$ cat config.mk
export PLATFORM = sky130hd
export DESIGN_NAME = bus_arbiter4
export DESIGN_NICKNAME = d
export VERILOG_FILES = /design/src/rtl/bus_arbiter4.sv
export SDC_FILE = /design/constraint.sdc
export NUM_CORES = 1
export LEC_CHECK = 0
export ABC_AREA = 1
export ABC_CLOCK_PERIOD_IN_PS = 1500
export BUFFER_PORTS_ARGS = -buffer_cell sky130_fd_sc_hd__clkbuf_2
export CORE_MARGIN = 10
export CORE_UTILIZATION = 49
export CTS_CLUSTER_SIZE = 12
export DETAILED_ROUTE_END_ITERATION = 10
export PLACE_DENSITY = 0.8
export SLEW_MARGIN = 5
export SYNTH_ARGS = -nofsm -noshare
export SYNTH_HDL_FRONTEND = slang
export SYNTH_SLANG_ARGS = --single-unit
$ cat constraint.sdc
create_clock -name clk -period 1.5 [get_ports clk]
set_input_delay 0.225 -clock clk [delete_from_list [all_inputs] [get_ports clk]]
set_output_delay 0.225 -clock clk [all_outputs]
set_load 0.03 [all_outputs]
$ cat src/rtl/bus_arbiter4.sv
// Four-requester round-robin arbiter for one shared slave port, with a
// per-grant busy timeout and one-cycle done/timeout pulses back to the requester.
module bus_arbiter4 #(
    parameter int TIMEOUT = 16,
    parameter int CNT_W   = 8
) (
    input  logic       clk,
    input  logic       rst,
    input  logic [3:0] req,
    input  logic       mem_ready,
    output logic [3:0] grant,
    output logic [1:0] sel,
    output logic       mem_valid,
    output logic       busy,
    output logic [3:0] done,
    output logic [3:0] timeout
);

    typedef enum logic {S_IDLE = 1'b0, S_BUSY = 1'b1} state_t;

    // Counter value on the last permitted BUSY cycle; unused when TIMEOUT is 0.
    localparam logic [CNT_W-1:0] LP_CNT_LAST = CNT_W'((TIMEOUT == 0) ? 0 : TIMEOUT - 1);
    localparam logic [CNT_W-1:0] LP_CNT_MAX  = '1;

    state_t           r_state, w_state_next;
    logic [1:0]       r_sel, w_sel_next;
    logic [1:0]       r_last, w_last_next;
    logic [CNT_W-1:0] r_cnt, w_cnt_next;
    logic [3:0]       r_done, w_done_next;
    logic [3:0]       r_timeout, w_timeout_next;
    logic [1:0]       w_winner;
    logic [3:0]       w_sel_onehot;

    assign w_sel_onehot = 4'b0001 << r_sel;

    // Scan from farthest offset to nearest so the nearest asserted index after last wins.
    always_comb begin : p_round_robin
        logic [1:0] v_idx;
        w_winner = r_last;
        v_idx    = r_last;
        for (int k = 4; k >= 1; k--) begin
            v_idx = r_last + 2'(k);
            if (req[v_idx]) begin
                w_winner = v_idx;
            end
        end
    end

    always_ff @(posedge clk or posedge rst) begin
        if (rst) begin
            r_state   <= S_IDLE;
            r_sel     <= 2'd0;
            r_last    <= 2'd3;
            r_cnt     <= '0;
            r_done    <= 4'b0000;
            r_timeout <= 4'b0000;
        end else begin
            r_state   <= w_state_next;
            r_sel     <= w_sel_next;
            r_last    <= w_last_next;
            r_cnt     <= w_cnt_next;
            r_done    <= w_done_next;
            r_timeout <= w_timeout_next;
        end
    end

    // Exit priority in BUSY: completion, then requester drop, then timeout.
    always_comb begin
        w_state_next   = r_state;
        w_sel_next     = r_sel;
        w_last_next    = r_last;
        w_cnt_next     = r_cnt;
        w_done_next    = 4'b0000;
        w_timeout_next = 4'b0000;
        case (r_state)
            S_IDLE: begin
                if (|req) begin
                    w_state_next = S_BUSY;
                    w_sel_next   = w_winner;
                    w_cnt_next   = '0;
                end
            end
            S_BUSY: begin
                if (mem_ready) begin
                    w_state_next = S_IDLE;
                    w_done_next  = w_sel_onehot;
                    w_last_next  = r_sel;
                end else if (!req[r_sel]) begin
                    w_state_next = S_IDLE;
                    w_last_next  = r_sel;
                end else if ((TIMEOUT != 0) && (r_cnt == LP_CNT_LAST)) begin
                    w_state_next   = S_IDLE;
                    w_timeout_next = w_sel_onehot;
                    w_last_next    = r_sel;
                end else if (r_cnt != LP_CNT_MAX) begin
                    w_cnt_next = r_cnt + 1'b1;
                end
            end
            default: begin
                w_state_next = S_IDLE;
            end
        endcase
    end

    always_comb begin
        busy      = (r_state == S_BUSY);
        mem_valid = busy;
        grant     = busy ? w_sel_onehot : 4'b0000;
        sel       = r_sel;
        done      = r_done;
        timeout   = r_timeout;
    end

endmodule

# --- After elaboration in Yosys (flattened, before gate mapping) ---
# Index checks and enable logic that the tools add are counted.
op_classes:
  bitwise_logic: 1
  n_mul: 0
  n_addsub: 4
  magnitude_cmp: 4
  n_reduce_logical: 4
  div_mod_pow: 0
  n_mux: 32
  n_eq_ne: 8
  shifts: 1
ops:
  columns: ["operator", "n"]
  rows:
  - ["$mux W8", 5]
  - ["$mux W4", 7]
  - ["$pmux W8 S2", 1]
  - ["$lt A2 B3 Y1 const B", 4]
  - ["$mux W2", 6]
  - ["$add A8 B1 Y8 const B", 1]
  - ["$bmux W1 S2", 4]
  - ["$eq A8 B4 Y1 const B", 1]
  - ["$mux W1", 8]
  - ["$ne A8 B8 Y1 const B", 1]
  - ["$ne A2 B2 Y1 const B", 3]
  - ["$reduce_and A5 Y1", 1]
  - ["$add A2 B2 Y2 const B", 2]
  - ["$ne A2 B1 Y1 const B", 2]
  - ["$reduce_and A2 Y1", 2]
  - ["$reduce_or A4 Y1", 1]
  - ["$shl A1 B2 Y4 const A", 1]
  - ["$ne A3 B2 Y1 const B", 1]
  - ["$add A2 B1 Y2 const B", 1]
  - ["$pmux W1 S2", 1]
  - ["$not A1 Y1", 1]
word_totals:
  ff_bits: 21
  ram_bits: 0
  memories: 0
  output_inout_bits: 16
  romBits: 0
  inputBits: 7
  wordCells: 60
  latch_bits: 0

# --- Depth between registers and ports, before layout ---
depth:
  ltp_word: 6
  mapped_depth: 10
  mapped_depth_nobuf: 10

# --- Worst setup path before layout ---
# No wires, ideal clock.
synth_path:
  path_kind: "register -> output"
  from: "register r_state, in the netlist busy"
  to: "output grant[0]"
  slack_ps: -136
  stages_incl_launch_ff: 5
  path_buffers: 2
  t_arrival_ps: 1411
  path_cell_list: "dfrtp_1 > buf_4 > inv_1 > clkbuf_1 > nor2_1"
synth_between:
  elab_chain_len: 1
synth_lines:
  columns: ["item", "line", "rtl"]
  rows:
  - ["start: declaration", "25", "state_t r_state, w_state_next;"]
  - ["start signal: assignment", "58", "r_state <= w_state_next;"]
  - ["$mux W4", "108", "grant = busy ? w_sel_onehot : 4'b0000;"]
  - ["end: declaration", "11", "output logic [3:0] grant,"]
# No other way between the ends.

# --- Worst setup path in the final report ---
layout_path:
  from: "register r_cnt[0]"
  to: "register r_cnt[6]"
layout_between:
  elab_chain_len: 6
  word_cells_on_any_way: 11
  cone_classes: "add/sub (1); eq/ne (4); mux (5); reduce/logical (1)"
layout_lines:
  columns: ["item", "line", "rtl"]
  rows:
  - ["start: declaration", "28", "logic [CNT_W-1:0] r_cnt, w_cnt_next;"]
  - ["start signal: assignment", "61", "r_cnt <= w_cnt_next;"]
  - ["$add A8 B1 Y8", "96", "w_cnt_next = r_cnt + 1'b1;"]
  - ["$mux W8", "95", "end else if (r_cnt != LP_CNT_MAX) begin"]
  - ["$mux W8", "91", "end else if ((TIMEOUT != 0) && (r_cnt == LP_CNT_LAST)) begin"]
  - ["$mux W8", "88", "end else if (!req[r_sel]) begin"]
  - ["$mux W8", "84", "if (mem_ready) begin"]
  - ["$pmux W8 S2", "75", "case (r_state)"]
# Several ways; a longest one is shown, not always the timed one. The select of a mux whose other input is x is not followed.
# A chain may end at the register's enable or synchronous reset.

==> metrics.md <==
| Metric | Value |
|---|---|
| Post-synth top flop | `dfrtp_1` |
| Design area | `1670 um2` |
| Area growth, synth to finish | `33.3%` |
| Antenna diodes | `0` |
| Count leader, synth | `nand2_1` |
| M1 GR Usage | `13.8%` |
| Synth Area in Simple Gates | `36.1%` |
| Total Power | `0.00333 W` |
| # port buffers | `22` |
| Dpl cells | `207` |
| Clock net sink count | `21` |
| CTS tree | `built` |
| Adder-Cell Fraction of Synth Area | `1.00%` |
| Power per cell area | `1990 nW/um2` |
| Multiplexer area fraction after synthesis | `0%` |
| IO Pins | `23` |
| Crit Path Class | `flop to flop` |
| Max incr delay on CP | `440 ps` |
| Synth top area share | `38.0%` |
| Via density | `5.54` |
| Worst hold path class | `input pin to flop` |
| Unique cell type count in the Yosys netlist | `25` |
| Initial antenna violation count | `0` |
| Worst-path fanout max | `8` |
| Die ar. | `4970 um2` |
| Grt total ovfl | `0` |
| Post-synth EDFFs | `0` |
| Die X | `70.5 um` |
| Max clock buf depth | `2` |
| Post-DP Area | `1410 um2` |
| Fin crit period | `1500 ps` |
| Ys Warns | `0` |
| Setup tns final | `0 ps` |
| Area leader, netlist | `dfrtp_1` |
| Share of layout cells above drive strength 1 | `47.9%` |
| Total GRT Usage | `13.2%` |
| Routed len/inst | `16.3 um` |
| Tcrit/Tclk final | `100%` |
| Final net count | `201` |
| Hold Vio Cnt, Final | `0` |
| DRC violations left | `0` |
| Syn_area_per_cell | `8.12 um2` |
| Post-synth ARST share | `100%` |
| Mapped cell area | `1250 um2` |
| Fin Clk Skew | `5.55 ps` |
| Worst endpoint required time | `1720 ps` |
| Crit path buffers/inverters | `0` |
| Skew-Pair Late Insertion Delay | `310 ps` |
| Worst path cell trace | `ha_4 > nand3_4 > nor2_2 > nor2_2 > nand2_2 > nand2_4 > nand2_8 > nand2_1 > o21ai_2` |
| Met2 Usage GRT | `24.5%` |
| Final WL | `3630 um` |
| # setup viols final | `0` |
| Critical Path Source Type | `flop` |
| Num CTS Buffers | `3` |
| Die span in y | `70.5 um` |
| Upper clock frequency limit | `667 MHz` |
| Worst vdd ir | `0.00124 V` |
| GR Util met3 | `3.91%` |
| Most Frequent Cell on Critical Path | `nor2_2` |
| Max cap viols | `0` |
| Slew @ Worst Pin | `499 ps` |
| Status | `complete, no violations` |
| Placer congestion estimate | `0.847` |
| Std-Cell Core Area | `2450 um2` |
| Final max-slew violation count | `0` |
| Synth Area in Compound Gates | `8.40%` |
| Largest net degree at the start of global routing | `17` |
| Sequential area share after synthesis | `42.2%` |
| Detail Route Antenna Nets | `0` |
| Rows | `18` |
| Largest family of logic cells by synthesized area | `simple AND/OR/NAND/NOR gates` |
| Top cells by area, synth | `dfrtp_1 (38%), nand2_1 (12%), o21ai_2 (5.6%)` |
| Gr busiest metal | `met2` |
| Non-Filler Instances | `222` |
| First-pass DRT Iterations | `4` |
| DR vias | `1,229` |
| Synth Instances | `154` |
| H-Tree Level Count | `1` |
| LEAKAGE | `0.817 nW` |
| DP HPWL | `2280 um` |
| Synth Net Count | `162` |
| Synth cell count leaders | `nand2_1 (40), dfrtp_1 (19), inv_1 (15)` |
| Vias in the first global route | `1,209` |
| RSZ-0062 raised after global routing | `true` |
| WP data arrival | `1720 ps` |
| First-pass GRT wire length | `5580 um` |
| Post-Synth XOR/XNOR Area | `3.50%` |
| Worst-path clk slew | `120 ps` |
| Slew HR | `66.7%` |
| Crit-path slowest cell | `dfrtp_1` |
| Root cell of the clock tree | `clkbuf_4` |
| Initial core utilization | `51.0%` |
| Starting DRT DRC Count | `111` |
| Final design utilization | `67.9%` |
| Seq cells post-synth | `21` |
| Worst Setup End Kind | `flop` |
| CP top delay family | `simple AND/OR/NAND/NOR gates` |
routing by layer:
layer  share of wire [%]  wire length [um]  up-vias
li1                    -                 -      573
met1                  37              1350      573
met2                  51              1840       66
met3                 8.1               292       17
met4                 3.8               138        0
met5                   0                 0        -
power by group:
group | switching, W | internal, W
Combinational | 0.00135 | 0.000796
Sequential | 0.000177 | 0.000718
Clock | 0.000178 | 0.000104
metrics by stage:
stage	hold WS, ps	setup slack [ps]
final	267	0.237
after global routing	265	-50.3
after CTS	257	-6.52
after detailed placement	264	-32.7
after global placement	246	42.5
after floorplan	200	-53.3
layout by cell type (no fill, tap or decap), types with 3 or more instances in the layout:
cell type / instances
o21ai_2: 8
nor2_2: 5
clkbuf_2: 18
nand3_2: 5
nand2_2: 10
buf_6: 4
clkbuf_4: 3
nor2_4: 4
buf_4: 14
nand3_1: 10
nand2_1: 33
nand2_4: 3
inv_2: 4
nor3_1: 8
inv_1: 13
dfrtp_1: 17
xor2_1: 4
o21ai_0: 5
state kept, by name (all words and copies together) (netlist names):
| register | count |
|---|---|
| r_cnt | 8 |
| r_last | 2 |
| busy | 1 |
| done | 4 |
| timeout | 4 |
| sel | 2 |
worst min-delay path: cells and delay by family:
| kind | cells | cell delay [ps] |
|---|---|---|
| buffers and inverters | 2 | 250 |
| AND/OR/NAND/NOR | 1 | 70 |
path summary, 6_finish.rpt:
kind,start,end,slack [ps],depth (start not counted)
max,r_cnt[0],r_cnt[6],0.2,9
min,mem_ready,done[2],270,3
max in group asynchronous,rst,r_cnt[0],550,4
min in group asynchronous,rst,done[2],450,3
max reg2reg,r_cnt[0],r_cnt[6],0.2,9
min reg2reg,r_last[1],r_last[1],590,2
cell families after synthesis:
logic type / count (synthesis)
AOI/OAI and AO/OA: 15
and+or+nand+nor: 90
buffers and inverters: 22
adders and majority gates: 1
xor gates and xnor gates: 5
DFF: 21
area by class of cell:
class                           count  area (um2)
Tap cell                           30        37.5
Sequential cell                    21         531
Timing Repair Buffer               38         265
Inverter                           17        63.8
Multi-Input combinational cell    112         744
Fill cell                         165         787
Clock buffer                        4        26.3
repair_timing:
| action | in CTS | in global routing |
|---|---|---|
| gates cloned | 0 | 1 |
| hold endpoints to repair | 11 | 0 |
| buffers inserted | 5 | 4 |
| endpoints found under the setup margin | 12 | 15 |
| hold buffers | 1 | 0 |
| gates resized for setup | 8 | 37 |
| pin swaps | 2 | 5 |
Note: power is estimated with default switching activity, not from simulation.
